$ cat src/rtl/mem_port_arbiter_pkg.sv
// Memory-port constants shared by the LSU, the RAM wrapper and the port-B arbiter:
// op codes, access sizes, arbiter states and the alignment rule.
package mem_port_arbiter_pkg;

  localparam logic [1:0] MEM_OP_DISABLE   = 2'b00;
  localparam logic [1:0] MEM_OP_READ_SEXT = 2'b01;
  localparam logic [1:0] MEM_OP_READ_ZEXT = 2'b10;
  localparam logic [1:0] MEM_OP_WRITE     = 2'b11;

  localparam logic [1:0] SIZE_BYTE = 2'b00;
  localparam logic [1:0] SIZE_HALF = 2'b01;
  localparam logic [1:0] SIZE_WORD = 2'b10;

  typedef enum logic [1:0] {
    IDLE,
    RD_WAIT,
    BLOCKED
  } arb_state_e;

  // Size code 2'b11 is not a legal access width and is reported like a misalignment.
  function automatic logic is_misaligned(input logic [1:0] size, input logic [1:0] lo);
    case (size)
      SIZE_BYTE: is_misaligned = 1'b0;
      SIZE_HALF: is_misaligned = lo[0];
      SIZE_WORD: is_misaligned = (lo != 2'b00);
      default:   is_misaligned = 1'b1;
    endcase
  endfunction

endpackage

$ cat src/rtl/mem_port_arbiter_lane.sv
// Byte-lane handling for port B: write-enable mask, write-data replication,
// alignment check and load-data shift/extension. Purely combinational.
module mem_lane_align
  import mem_port_arbiter_pkg::*;
(
  input  logic [1:0]  wr_size,
  input  logic [1:0]  wr_lo,
  input  logic [31:0] wr_data,
  output logic [3:0]  wr_web,
  output logic [31:0] wr_din,
  output logic        misaligned,
  input  logic [1:0]  rd_size,
  input  logic [1:0]  rd_lo,
  input  logic        rd_sext,
  input  logic [31:0] rd_raw,
  output logic [31:0] rd_data
);

  logic [31:0] rd_shift;

  always_comb begin
    misaligned = is_misaligned(wr_size, wr_lo);
    case (wr_size)
      SIZE_BYTE: begin
        wr_web = 4'b0001 << wr_lo;
        wr_din = {4{wr_data[7:0]}};
      end
      SIZE_HALF: begin
        wr_web = 4'b0011 << wr_lo;
        wr_din = {2{wr_data[15:0]}};
      end
      default: begin
        wr_web = 4'b1111;
        wr_din = wr_data;
      end
    endcase
  end

  always_comb begin
    rd_shift = rd_raw >> {rd_lo, 3'b000};
    case (rd_size)
      SIZE_BYTE: rd_data = {{24{rd_sext & rd_shift[7]}}, rd_shift[7:0]};
      SIZE_HALF: rd_data = {{16{rd_sext & rd_shift[15]}}, rd_shift[15:0]};
      default:   rd_data = rd_shift;
    endcase
  end

endmodule

$ cat src/rtl/mem_port_arbiter.sv
// Round-robin arbiter sharing data-RAM port B between the LSU (loads/stores)
// and the program loader (word stores). Grants and RAM strobes are same-cycle.
module mem_port_arbiter
  import mem_port_arbiter_pkg::*;
#(
  parameter logic [1:0] MEM_DISABLE   = MEM_OP_DISABLE,
  parameter logic [1:0] MEM_READ_SEXT = MEM_OP_READ_SEXT,
  parameter logic [1:0] MEM_READ_ZEXT = MEM_OP_READ_ZEXT,
  parameter logic [1:0] MEM_WRITE     = MEM_OP_WRITE,
  parameter int         READ_LATENCY  = 2
) (
  input  logic        clk,
  input  logic        reset,
  input  logic [1:0]  lsu_op,
  input  logic [1:0]  lsu_size,
  input  logic [31:0] lsu_addr,
  input  logic [31:0] lsu_wdata,
  output logic        lsu_gnt,
  input  logic        ldr_req,
  input  logic [31:0] ldr_addr,
  input  logic [31:0] ldr_wdata,
  output logic        ldr_gnt,
  output logic        rsp_valid,
  output logic [31:0] rsp_data,
  output logic        rsp_err,
  output logic        ram_en,
  output logic [3:0]  ram_web,
  output logic [31:0] ram_addr,
  output logic [31:0] ram_din,
  input  logic [31:0] ram_dout
);

  localparam int CNT_W = (READ_LATENCY > 1) ? $clog2(READ_LATENCY) : 1;

  arb_state_e       state_q, state_d;
  logic [CNT_W-1:0] cnt_q, cnt_d;
  logic             last_ldr_q, last_ldr_d;
  logic             rd_sext_q, rd_sext_d;
  logic [1:0]       rd_size_q, rd_size_d;
  logic [1:0]       rd_lo_q, rd_lo_d;

  logic [3:0]  wr_web;
  logic [31:0] wr_din;
  logic [31:0] rd_ext;
  logic        misaligned;
  logic        rd_done;
  logic        can_issue;
  logic        lsu_pend;
  logic        ldr_pend;
  logic        lsu_is_read;

  mem_lane_align u_lane (
    .wr_size    (lsu_size),
    .wr_lo      (lsu_addr[1:0]),
    .wr_data    (lsu_wdata),
    .wr_web     (wr_web),
    .wr_din     (wr_din),
    .misaligned (misaligned),
    .rd_size    (rd_size_q),
    .rd_lo      (rd_lo_q),
    .rd_sext    (rd_sext_q),
    .rd_raw     (ram_dout),
    .rd_data    (rd_ext)
  );

  always_ff @(posedge clk or negedge reset) begin
    if (!reset) begin
      state_q    <= IDLE;
      cnt_q      <= '0;
      last_ldr_q <= 1'b1;
      rd_sext_q  <= 1'b0;
      rd_size_q  <= SIZE_BYTE;
      rd_lo_q    <= 2'b00;
    end else begin
      state_q    <= state_d;
      cnt_q      <= cnt_d;
      last_ldr_q <= last_ldr_d;
      rd_sext_q  <= rd_sext_d;
      rd_size_q  <= rd_size_d;
      rd_lo_q    <= rd_lo_d;
    end
  end

  // Response cycles (read data or error) double as issue cycles, but the
  // loader is held off in them so a response never shares a cycle with it.
  always_comb begin
    state_d    = state_q;
    cnt_d      = cnt_q;
    last_ldr_d = last_ldr_q;
    rd_sext_d  = rd_sext_q;
    rd_size_d  = rd_size_q;
    rd_lo_d    = rd_lo_q;
    lsu_gnt    = 1'b0;
    ldr_gnt    = 1'b0;
    rsp_valid  = 1'b0;
    rsp_err    = 1'b0;
    rsp_data   = '0;
    ram_en     = 1'b0;
    ram_web    = 4'b0000;
    ram_addr   = '0;
    ram_din    = '0;

    rd_done     = (state_q == RD_WAIT) && (cnt_q == '0);
    can_issue   = (state_q == IDLE) || (state_q == BLOCKED) || rd_done;
    lsu_pend    = (lsu_op != MEM_DISABLE);
    ldr_pend    = ldr_req && (state_q == IDLE);
    lsu_is_read = (lsu_op == MEM_READ_SEXT) || (lsu_op == MEM_READ_ZEXT);

    case (state_q)
      RD_WAIT: begin
        if (rd_done) begin
          rsp_valid = 1'b1;
          rsp_data  = rd_ext;
          state_d   = IDLE;
        end else begin
          cnt_d = cnt_q - CNT_W'(1);
        end
      end
      BLOCKED: begin
        rsp_valid = 1'b1;
        rsp_err   = 1'b1;
        state_d   = IDLE;
      end
      default: ;
    endcase

    if (can_issue) begin
      if (lsu_pend && (!ldr_pend || last_ldr_q)) begin
        lsu_gnt    = 1'b1;
        last_ldr_d = 1'b0;
        if (misaligned) begin
          state_d = BLOCKED;
        end else if (lsu_op == MEM_WRITE) begin
          ram_en   = 1'b1;
          ram_addr = lsu_addr;
          ram_web  = wr_web;
          ram_din  = wr_din;
        end else if (lsu_is_read) begin
          ram_en    = 1'b1;
          ram_addr  = lsu_addr;
          state_d   = RD_WAIT;
          cnt_d     = CNT_W'(READ_LATENCY - 1);
          rd_sext_d = (lsu_op == MEM_READ_SEXT);
          rd_size_d = lsu_size;
          rd_lo_d   = lsu_addr[1:0];
        end
      end else if (ldr_pend) begin
        ldr_gnt    = 1'b1;
        last_ldr_d = 1'b1;
        ram_en     = 1'b1;
        ram_addr   = ldr_addr;
        ram_web    = 4'b1111;
        ram_din    = ldr_wdata;
      end
    end

    // Outputs are forced low while reset is held, independent of the clock.
    if (!reset) begin
      lsu_gnt   = 1'b0;
      ldr_gnt   = 1'b0;
      rsp_valid = 1'b0;
      rsp_err   = 1'b0;
      rsp_data  = '0;
      ram_en    = 1'b0;
      ram_web   = 4'b0000;
      ram_addr  = '0;
      ram_din   = '0;
    end
  end

endmodule

$ cat config.mk
export PLATFORM = sky130hd
export DESIGN_NAME = mem_port_arbiter
export DESIGN_NICKNAME = d
export VERILOG_FILES = /design/src/rtl/mem_port_arbiter_pkg.sv /design/src/rtl/mem_port_arbiter_lane.sv /design/src/rtl/mem_port_arbiter.sv
export SDC_FILE = /design/constraint.sdc
export NUM_CORES = 1
export LEC_CHECK = 0
export BUFFER_PORTS_ARGS = -buffer_cell sky130_fd_sc_hd__buf_2
export CAP_MARGIN = 10
export CORE_AREA = 2 2 105 107
export CTS_CLUSTER_SIZE = 40
export DETAILED_ROUTE_END_ITERATION = 8
export DIE_AREA = 0 0 107 109
export PLACE_DENSITY = 0.64
export SLEW_MARGIN = 20
export SYNTH_ARGS = -nofsm -noshare
export SYNTH_HDL_FRONTEND = slang
export SYNTH_SLANG_ARGS = --single-unit
$ cat constraint.sdc
create_clock -name clk -period 2.85 [get_ports clk]
set_clock_uncertainty 0.2 [all_clocks]
set_input_delay 0.1425 -clock clk [delete_from_list [all_inputs] [get_ports clk]]
set_output_delay 0.1425 -clock clk [all_outputs]
set_load 0.01 [all_outputs]
Word-level counts from Yosys, hierarchy flattened
Cells that the tools add are included.

Flip-flop bits (word level): 9. Input bits: 167. Output and inout bits: 105. Logic and storage cells: 99.

Add/sub/neg operators: 1. Equality and inequality tests: 8. Shift operators: 3. Mux-type cells: 60. Bitwise gates (word level): 5. Reduce and logical (&&, ||, !) cells: 16.

Operators by type and width (number): $mux 32 (16); $pmux 32 s2 (2); $shr 32x5->32 (1); $mux 1 (26); $mux 4 (6); $mux 2 (6); $eq 2x1->1 const B (4); $eq 2x2->1 const B (4); $pmux 4 s2 (1); $logic_not 2->1 (3); $reduce_bool 2->1 (3); $reduce_and 5->1 (1); $logic_or 1x1->1 (4); $pmux 2 s2 (1); $shl 1x2->4 const A (1); $shl 2x2->4 const A (1); $logic_and 1x1->1 (3); $not 1->1 (3); $pmux 1 s3 (1); $and 1x1->1 (2); $pmux 1 s2 (1); $reduce_and 2->1 (1); $logic_not 1->1 (1); $sub 1x1->1 const B (1).

Logic depth before layout (Yosys ltp)
Gate-level depths: netlist of the first run.

Depth in word-level cells: 9. Gate-level depth with buffers: 8. Gate-level depth less buffers: 6.

Modules after synthesis
From an unflattened synthesis of the first run, not the netlist that was laid out.

Cell total of the unflattened synthesis: 421. Area, all modules: 2980.4 µm².

Modules (own cells, without submodules): mem_port_arbiter (times used 1, cells an instance 251, area an instance 1691.6 µm², seq. area each 226.5 µm²); mem_lane_align (times used 1, cells an instance 170, area an instance 1288.7 µm², seq. area each 0.0 µm²).

Worst setup path before layout of the first run
Ideal clock, no wire load.

Kind: reg-to-output. Start point: register state_q[0]. End point: output ram_din[21]. Data arrival time: 1832 ps. Data required time: 2508 ps. Path slack: 675 ps. Cell stages (with the launch flop): 8. Path buffers: 1. Cell sequence: dfrtp_1 -> inv_1 -> ha_1 -> and3b_1 -> nor2_2 -> nand4_1 -> clkbuf_1 -> o21ai_0.

Longest elaborated chain between the ends: 8. Elaborated cells on any way between the ends: 14. Classes of those cells: 2 x eq/ne; 4 x mux; 8 x reduce/logical.

RTL lines: start: declaration (RTL line mem_port_arbiter.sv:35) `arb_state_e state_q, state_d;`; start signal: assignment (RTL line mem_port_arbiter.sv:75) `state_q <= state_d;`; $logic_not 2->1 (RTL line mem_port_arbiter.sv:104, mem_port_arbiter.sv:106); $logic_and 1x1->1 (RTL line mem_port_arbiter.sv:106) `ldr_pend = ldr_req && (state_q == IDLE);`; $logic_not 1->1 (RTL line mem_port_arbiter.sv:128) `if (lsu_pend && (!ldr_pend || last_ldr_q)) begin`; $logic_or 1x1->1 (RTL line mem_port_arbiter.sv:128); $logic_and 1x1->1 (RTL line mem_port_arbiter.sv:128); $mux 32 (RTL line mem_port_arbiter.sv:128); $mux 32 * (RTL line mem_port_arbiter.sv:127) `if (can_issue) begin`; $mux 32 * (RTL line mem_port_arbiter.sv:158) `if (!reset) begin`; end: declaration (RTL line mem_port_arbiter.sv:29) `output logic [31:0] ram_din,`.

Every way passes the cells marked *; elsewhere a longest branch is shown, timed or not.

Worst setup path in the final report of the first run
Start point: register state_q[0]. End point: output ram_addr[4].

Longest elaborated chain between the ends: 8. Elaborated cells on any way between the ends: 14. Classes of those cells: 2 x eq/ne; 4 x mux; 8 x reduce/logical.

RTL lines: $logic_not 2->1 (RTL line mem_port_arbiter.sv:104, mem_port_arbiter.sv:106); $logic_and 1x1->1 (RTL line mem_port_arbiter.sv:106); $logic_not 1->1 (RTL line mem_port_arbiter.sv:128); $logic_or 1x1->1 (RTL line mem_port_arbiter.sv:128); $logic_and 1x1->1 (RTL line mem_port_arbiter.sv:128); $mux 32 (RTL line mem_port_arbiter.sv:128); $mux 32 * (RTL line mem_port_arbiter.sv:127); $mux 32 * (RTL line mem_port_arbiter.sv:158); end: declaration (RTL line mem_port_arbiter.sv:28) `output logic [31:0] ram_addr,`.

Marks and branches as above.

==> results of run 1 <==
-- cell families (layout without fill, tap and decap cells) --
| kind of cell | after synthesis | count (layout) | share of synthesized area, % |
|---|---|---|---|
| AO/OA/AOI/OAI | 134 | 134 | 39.3 |
| XOR/XNOR | 3 | 3 | 1.06 |
| adder cells (fa/ha/maj) | 7 | 7 | 3.54 |
| buffers and inverters | 38 | 293 | 7.28 |
| flip-flops | 9 | 9 | 9.15 |
| multiplexers | 47 | 47 | 20.0 |
| AND/OR/NAND/NOR | 95 | 95 | 19.7 |
-- metrics by stage --
stage / total power [mW] / instance area (um2) / hold slack [ns] / worst slack, ns / util (%)
CTS: 1.92 / 3990 / 0.0935 / 0.0958 / 37.7
floorplan: 1.27 / 2480 / -0.353 / 0.675 / -
detailed placement: 1.76 / 3940 / -0.153 / 0.351 / 37.1
finish: 1.92 / 4000 / 0.0776 / 0.227 / 37.8
global route: 2.08 / 4000 / 0.117 / 0.0868 / 37.8
global placement: 1.73 / 3940 / -0.157 / 0.438 / 37.1
-- critical path, delay by kind of cell (launching register included) --
| family | cells | cell delay [ns] |
|---|---|---|
| DFF | 1 | 0.40 |
| buffers and inverters | 3 | 0.52 |
| AOI/OAI and AO/OA | 2 | 0.41 |
| adders and majority gates | 1 | 0.25 |
| and+or+nand+nor | 2 | 0.46 |
-- routing by layer --
| layer | part of all wire [%] | global-route usage [%] |
|---|---|---|
| met2 | 51 | 34.2 |
| met5 | 0 | 0 |
| met1 | 40 | 20.3 |
| met3 | 7.1 | 2.57 |
| met4 | 1.9 | 4.55 |
-- path summary, 6_finish.rpt --
kind / slack (ns) / to / startpoint
max in group asynchronous: 2.04 / last_ldr_q / reset
max reg2reg: 0.60 / rd_lo_q[1] / state_q[0]
max: 0.23 / ram_addr[4] / state_q[0]
min: 0.08 / rd_size_q[0] / lsu_size[0]
min in group asynchronous: 0.13 / state_q[1] / reset
min reg2reg: 0.32 / last_ldr_q / last_ldr_q
-- registers in the layout, summed over array words and instances, names as in the netlist --
signal      flops
rd_size_q       2
state_q         2
cnt_q           1
rd_lo_q         2
rd_sext_q       1
last_ldr_q      1
-- layout by cell type (no fill, tap or decap), types with 2 or more instances in the layout --
master,synthesis,layout
dfrtp_1,8,8
inv_1,8,8
buf_4,0,8
mux2_2,5,5
nand4_1,2,2
clkbuf_8,0,3
and2_1,3,3
o21ai_0,25,25
a22o_1,40,40
nor2_1,29,29
a211oi_1,23,23
nor2b_1,8,8
o21ai_1,5,5
o21ai_2,8,8
ha_1,7,7
buf_2,18,271
nand2b_1,4,4
xor2_1,2,2
o2111ai_1,2,2
a21o_1,9,9
nand3b_1,3,3
and3b_1,2,2
and4_2,0,2
nand2_1,34,34
mux2i_1,39,39
a21oi_1,16,16
-- cell type report --
type	instances	area (um2)	area share (%)
multi-input cells	286	2080	52.0
repair buffers	281	1450	36.1
flip-flops and latches	9	226	5.66
well taps	140	175	4.38
clock buffers	4	45.0	1.13
inverters	8	30.0	0.750
-- report_power, final --
part	switching, mW	internal [mW]	total (mW)
Clock	0.0527	0.0977	0.150
Combinational	0.825	0.660	1.49
Sequential	0.0872	0.193	0.280
Total	0.965	0.951	1.92
-- repair_timing --
item	4_1_cts	5_1_grt
endpoints found under the setup margin	0	10
hold buffers	1	0
gates resized for setup	0	4
hold endpoints to repair	9	0
==> flow_metrics.py, run 1 <==
metrics = {
    "route": {
        "drt_iter0_markers": 161,
        "drtAntennaViolNets": 0,
        "vias": 3597,
        "post_drt_wl_per_cell_um": 15.5,
        "drtPass1Iterations": 4,
        "wirelength_mm": 11.3,
        "viasPerCell": 4.94,
        "drc": 0,
    },
    "worst_setup_path": {
        "arrival_ns": 2.28,
        "slowest_stage": "dfrtp_1",
        "critical_path.max_fanout": 31,
        "critPathKind": "reg -> out",
        "crit_chain": "inv_1, ha_1, and3b_1, nor2_4, o2111a_1, buf_4, a22o_1, buf_2",
        "worstRegToRegCells": 6,
        "worstPathRequired_ns": 2.51,
        "cp_slowest_stage_delay_ns": 0.40,
        "startpoint_type": "register",
        "critPathCaptureType": "output pin",
    },
    "grt": {
        "grt_pass1_wl_mm": 16.6,
        "track_usage_pct": 17.7,
        "grt_pass1_vias": 3317,
        "grt_max_degree": 65,
        "antenna_found_initial": 0,
        "gr-total-overflow": 0,
    },
    "timing": {
        "setup_tns_ns": 0,
        "slew_headroom_pct": 49.5,
        "maxSlewViolCount": 0,
        "setup_violations": 0,
        "fmax_mhz": 381,
        "tightest_slew_ns": 0.756,
        "min_period_ns": 2.62,
        "hold_viol_final": 0,
        "rsz0062_at_grt": "false",
        "period_share_pct": 92.0,
    },
    "synthesis": {
        "synth-edff-count": 0,
        "syn_area_per_cell_um2": 7.44,
        "synth_top_area_share_pct": 15.8,
        "synthFlopType": "dfrtp_1",
        "synth_cells": 333,
        "synth_commonest_cells": "a22o_1, mux2i_1, nand2_1",
        "seq_area_frac_synth_pct": 9.15,
        "yosysMostFrequentCell": "a22o_1",
        "ys_types": 45,
        "synth.cell_area_um2": 2480,
        "ys_ff_latch": 9,
        "syn_nets": 507,
        "yosysWarnings": 0,
        "async_flop_share_pct": 100,
        "synth_top_cell_by_area": "mux2i_1",
        "synthTopCellsByArea": "mux2i_1, a22o_1, dfrtp_1",
    },
    "placed_design": {
        "place_hpwl_mm": 9.61,
        "place_congestion": 0.858,
        "dp_cells": 723,
        "port_buffers": 271,
    },
    "die": {
        "rows": 38,
        "die-width_um": 107,
        "core_um2": 10600,
        "die-height_um": 109,
        "start_util_pct": 23.4,
        "io_pins": 272,
        "dieArea_um2": 11700,
    },
    "clocking": {
        "post_cts_buffers": 0,
        "clock-sinks": 9,
        "clk_path_buf_depth": 2,
        "cts-root-buf": "clkbuf_8",
        "cts_made_buffers": 3,
        "clk_latency_ns": 0.23,
        "cts_tree": "done",
        "clkSlewWorstSetupHoldPaths_ns": 0.05,
        "cts.htree.levels": 1,
    },
    "run": {
        "max-cap-violations": 0,
    },
    "final_layout": {
        "nets": 763,
        "nFillCells": 1123,
        "n_antenna_cell": 0,
        "area_delta_synth_final_pct": 61.7,
        "final-instance-count-excl-fill": 728,
        "drive_above_1_share_pct": 52.6,
    },
    "pwr": {
        "p_leak_nw": 2.31,
        "powerDensity_nw_per_um2": 479,
        "peakVddDrop_v": 0.000237,
    },
    "hold_path": {
        "hold_path_depth": 2,
        "worstHoldPathType": "in -> reg",
    },
    "outcome": {
        "status": "finished, final reports clean",
    },
}
No activity file was read; power rests on OpenSTA's default activity.
==> run 2, diff against run 1 <==
==> constraint.sdc (replaced) <==
create_clock -name clk -period 2.5 [get_ports clk]
set_clock_uncertainty 0.2 [all_clocks]
set_input_delay 0.125 -clock clk [delete_from_list [all_inputs] [get_ports clk]]
set_output_delay 0.125 -clock clk [all_outputs]
set_load 0.01 [all_outputs]
==> flow_metrics.py, run 2 (synthesized netlist as in run 1, its figures left out) <==
metrics = {
    "outcome": {
        "status": "finished, final reports clean",
    },
    "die": {
        "start_util_pct": 23.4,
        "die-width_um": 107,
        "io_pins": 272,
        "rows": 38,
        "die-height_um": 109,
        "dieArea_um2": 11700,
        "core_um2": 10600,
    },
    "route": {
        "drtPass1Iterations": 6,
        "wirelength_mm": 12.0,
        "drc": 0,
        "dr_wl_met3_um": 775,
        "wl_met2_mm": 6.29,
        "route.layer.met1.wl_mm": 4.76,
        "drtAntennaViolNets": 0,
        "viasPerCell": 5.09,
        "drt_iter0_markers": 232,
        "highest_layer": "met4",
        "vias": 3755,
        "post_drt_wl_per_cell_um": 16.2,
    },
    "clocking": {
        "cts_tree": "done",
        "cts.htree.levels": 1,
        "cts_made_buffers": 3,
        "clock-sinks": 9,
        "clk_path_buf_depth": 2,
        "clkSlewWorstSetupHoldPaths_ns": 0.05,
        "clk_latency_ns": 0.25,
        "cts-root-buf": "clkbuf_8",
    },
    "worst_setup_path": {
        "cp-startpoint": "state_q[0]",
        "startpoint_type": "register",
        "worstPathRequired_ns": 2.17,
        "r2r-start": "state_q[1]",
        "rrSetupSlack_ns": 0.29,
        "cp-endpoint": "ram_din[15]",
        "worstRegToRegCells": 7,
        "arrival_ns": 2.09,
        "critPathKind": "reg -> out",
        "r2r_end": "rd_sext_q",
        "critical_path.max_fanout": 12,
        "critPathCaptureType": "output pin",
    },
    "grt": {
        "gr-total-overflow": 0,
        "track_usage_pct": 18.2,
        "grt_max_degree": 65,
        "grt_pass1_vias": 3352,
        "grt_pass1_wl_mm": 16.9,
        "antenna_found_initial": 0,
    },
    "pwr": {
        "powerDensity_nw_per_um2": 564,
        "peakVddDrop_v": 0.000260,
        "p_leak_nw": 2.38,
    },
    "hold_path": {
        "hold_path_depth": 2,
        "worstHoldPathType": "in -> reg",
    },
    "timing": {
        "slew_headroom_pct": 62.3,
        "setup_violations": 0,
        "hold_viol_final": 0,
        "setup_tns_ns": 0,
        "min_period_ns": 2.42,
        "tightest_slew_ns": 0.564,
        "maxSlewViolCount": 0,
        "period_share_pct": 96.7,
        "fmax_mhz": 413,
    },
    "placed_design": {
        "port_buffers": 271,
        "place_congestion": 0.917,
        "place_hpwl_mm": 9.81,
    },
    "final_layout": {
        "largestRegisters": "rd_lo_q x2, rd_size_q x2, state_q x2",
        "final_core_util_pct": 39.1,
        "area_delta_synth_final_pct": 67.5,
        "nets": 773,
        "final_cell_mix": "buf_2, mux2i_1, a22o_1",
        "n_antenna_cell": 0,
        "layout.cells.most_common": "buf_2",
        "drive_above_1_share_pct": 55.2,
    },
    "run": {
        "max-cap-violations": 0,
    },
}
## run 2: changes by cell type in the layout (fill, tap and decap cells not counted), moves of 2 or more
cell and delta:
o21ai_1 +4, ha_1 -2, buf_4 +7, ha_2 +2, o21ai_2 +2, o21ai_0 -7
## run 2: critical path, stage by stage (launching register included)
cell,delay [ns]
dfrtp_1,0.36
inv_1,0.08
ha_2,0.22
and3b_2,0.25
nor2_4,0.12
nand4_1,0.10
buf_4,0.18
buf_2,0.19
o21ai_0,0.18
buf_2,0.16
## run 2: final cells by class
class,instances,area (um2)
Timing Repair Buffer,291,1540
Tap cell,140,175
Clock inverter,1,5.00
Inverter,8,30.0
Sequential cell,9,226
Clock buffer,3,41.3
Fill cell,1116,6460
Multi-Input combinational cell,286,2130
## run 2: through the flow
step / hold slack (ns) / power, mW / cells / cell area (um2) / worst slack (ns)
final: 0.0797 / 2.34 / 738 / 4150 / 0.0814
after global routing: 0.115 / 2.52 / 738 / 4150 / -0.00829
after CTS: 0.0871 / 2.26 / 733 / 4060 / -0.00700
after detailed placement: -0.0407 / 2.05 / 727 / 3980 / 0.151
after global placement: -0.0459 / 2.00 / 727 / 3980 / 0.249
after floorplan: -0.371 / 1.45 / 333 / 2480 / 0.343
## run 2: how the worst min path moves through the flow
stage,startpoint,to
after floorplan,reset,cnt_q
after global routing,lsu_addr[1],rd_lo_q[1]
after CTS,ldr_req,last_ldr_q
after detailed placement,reset,last_ldr_q
after global placement,reset,last_ldr_q
final,lsu_addr[1],rd_lo_q[1]
## run 2: repair_timing
item / 4_1_cts / 5_1_grt
endpoints found under the setup margin: 50 / 82
gates cloned: 0 / 2
hold buffers: 1 / 0
hold endpoints to repair: 9 / 0
pin swaps: 0 / 2
setup buffers: 1 / 3
gates resized for setup: 5 / 22
## run 2: per-layer routing
| layer | up-vias | GRT usage [%] |
|---|---|---|
| met3 | 9 | 1.32 |
| met1 | 1770 | 21.2 |
| met2 | 187 | 35.9 |
| met4 | 0 | 4.45 |
| met5 | - | 0 |
| li1 | 1789 | - |
## run 2: where the power goes
group / internal (mW) / switching [mW]
clock network: 0.110 / 0.0697
registers: 0.220 / 0.0921
logic: 0.832 / 1.01
==> run 3, diff against run 2 <==
--- a/config.mk
+++ b/config.mk
@@ -11,7 +11,7 @@
 export CTS_CLUSTER_SIZE = 40
 export DETAILED_ROUTE_END_ITERATION = 8
 export DIE_AREA = 0 0 107 109
-export PLACE_DENSITY = 0.64
+export PLACE_DENSITY = 0.63
 export SLEW_MARGIN = 20
 export SYNTH_ARGS = -nofsm -noshare
 export SYNTH_HDL_FRONTEND = slang
==> flow_metrics.py, run 3 (synthesized netlist as in run 1, its figures left out) <==
metrics = {
    "final_layout": {
        "nets": 782,
        "final_core_util_pct": 40.1,
        "drive_above_1_share_pct": 56.0,
        "final_cell_mix": "buf_2, mux2i_1, a22o_1",
        "largestRegisters": "rd_lo_q x2, rd_size_q x2, state_q x2",
        "nFillCells": 1131,
        "n_antenna_cell": 0,
        "stdcell_area_um2": 4250,
        "layout.cells.most_common": "buf_2",
        "area_delta_synth_final_pct": 71.6,
    },
    "pwr": {
        "peakVddDrop_v": 0.000265,
        "powerDensity_nw_per_um2": 566,
        "p_leak_nw": 2.44,
    },
    "worst_setup_path": {
        "path_common_cell": "buf_6",
        "slowest_stage": "dfrtp_1",
        "startpoint_type": "register",
        "worstRegToRegCells": 7,
        "rrSetupSlack_ns": 0.31,
        "cp_slowest_stage_delay_ns": 0.40,
        "critPathKind": "reg -> out",
        "cp-startpoint": "state_q[0]",
        "crit_chain": "inv_2, ha_2, and3b_2, nor2_4, nand4_1, buf_6, buf_6, o21ai_1, buf_2",
        "r2r-start": "state_q[1]",
        "critPathCaptureType": "output pin",
        "worstPathRequired_ns": 2.17,
        "r2r_end": "rd_size_q[0]",
        "arrival_ns": 2.12,
        "critical_path.max_fanout": 12,
    },
    "timing": {
        "rsz0062_at_grt": "true",
        "fmax_mhz": 408,
        "setup_violations": 0,
        "tightest_slew_ns": 0.576,
        "period_share_pct": 98.0,
        "setup_tns_ns": 0,
        "maxSlewViolCount": 0,
        "hold_viol_final": 0,
        "min_period_ns": 2.45,
        "slew_headroom_pct": 61.4,
    },
    "clocking": {
        "cts.htree.levels": 1,
        "cts_made_buffers": 3,
        "cts-root-buf": "clkbuf_8",
        "clkSlewWorstSetupHoldPaths_ns": 0.05,
        "clk_path_buf_depth": 2,
        "cts_tree": "done",
        "clk_latency_ns": 0.23,
        "clock-sinks": 9,
    },
    "die": {
        "core_um2": 10600,
        "start_util_pct": 23.4,
        "die-width_um": 107,
        "dieArea_um2": 11700,
        "io_pins": 272,
        "rows": 38,
        "die-height_um": 109,
    },
    "grt": {
        "grt_max_degree": 32,
        "grt_pass1_vias": 3477,
        "antenna_found_initial": 0,
        "gr-total-overflow": 0,
        "grt_pass1_wl_mm": 17.2,
        "track_usage_pct": 18.1,
    },
    "route": {
        "vias": 3740,
        "drtAntennaViolNets": 0,
        "drc": 0,
        "drt_iter0_markers": 206,
        "wirelength_mm": 12.3,
        "post_drt_wl_per_cell_um": 16.4,
        "drtPass1Iterations": 5,
        "viasPerCell": 5.01,
    },
    "run": {
        "max-cap-violations": 0,
    },
    "placed_design": {
        "dpl_cell_area_um2": 4030,
        "port_buffers": 271,
        "place_hpwl_mm": 10.0,
        "place_congestion": 0.922,
    },
    "hold_path": {
        "hold_path_depth": 2,
        "hp-start": "lsu_size[0]",
        "worstHoldPathType": "in -> reg",
        "min_to": "rd_size_q[0]",
    },
    "outcome": {
        "status": "finished, final reports clean",
    },
}
-- run 3: changes by cell type in the layout (fill, tap and decap cells not counted), moves of 2 or more --
cell     previous run  this run
o21ai_1             9        11
o21ai_2            10        13
buf_2             272       269
buf_6               1         5
o21ai_0            18        14
buf_4              15        21
-- run 3: power breakdown --
group          internal [mW]  switching [mW]
clock                  0.109          0.0595
sequential             0.220          0.0866
combinational          0.895            1.03
-- run 3: what timing repair did --
action	4_1_cts	5_1_grt
setup buffers	0	5
cloned	0	4
hold buffers	1	0
hold endpoints to repair	9	0
gates resized for setup	2	36
endpoints found under the setup margin	74	84
pin swaps	0	4
-- run 3: through the flow --
step           setup slack, ns  std cells  power (mW)  hold WS, ns
5_1_grt                -0.0366        747        2.58       0.0983
3_5_place_dp             0.120        733        2.09       -0.174
4_1_cts                 -0.102        738        2.27       0.0875
2_1_floorplan            0.343        333        1.45       -0.371
6_report                0.0501        747        2.40       0.0794
3_3_place_gp             0.160        733        2.06       -0.181
-- run 3: layout make-up --
type                       instances  area [um2]  area share [%]
clock inverter                     1        5.00           0.118
multi-input combinational        287        2130            50.3
sequential                         9         226            5.33
timing repair buffer             299        1640            38.5
tap                              140         175            4.12
inverter                           8        30.0           0.707
clock buffer                       3        41.3           0.972
-- run 3: worst max path at each step --
stage | end | slack (ns)
floorplan | ram_din[21] | 0.34
global route | ram_din[9] | -0.04
CTS | rsp_data[25] | -0.10
detailed placement | ram_din[2] | 0.12
finish | ram_din[20] | 0.05
global placement | ram_din[10] | 0.16
-- run 3: critical path: cells and delay by family (launching register included) --
kind,cells,cell delay (ns)
flops,1,0.40
compound gates,1,0.18
simple gates,3,0.56
buf+inv,4,0.55
fa+ha+maj,1,0.21
-- run 3: per-layer routing --
layer	part of all wire [%]	GRT usage, %	up-vias	wire length [um]
met1	39	21.4	1737	4830
met5	0	0	-	0
met2	53	35.3	193	6460
li1	-	-	1802	-
met4	0.51	2.13	0	63
met3	7.4	2.69	8	912
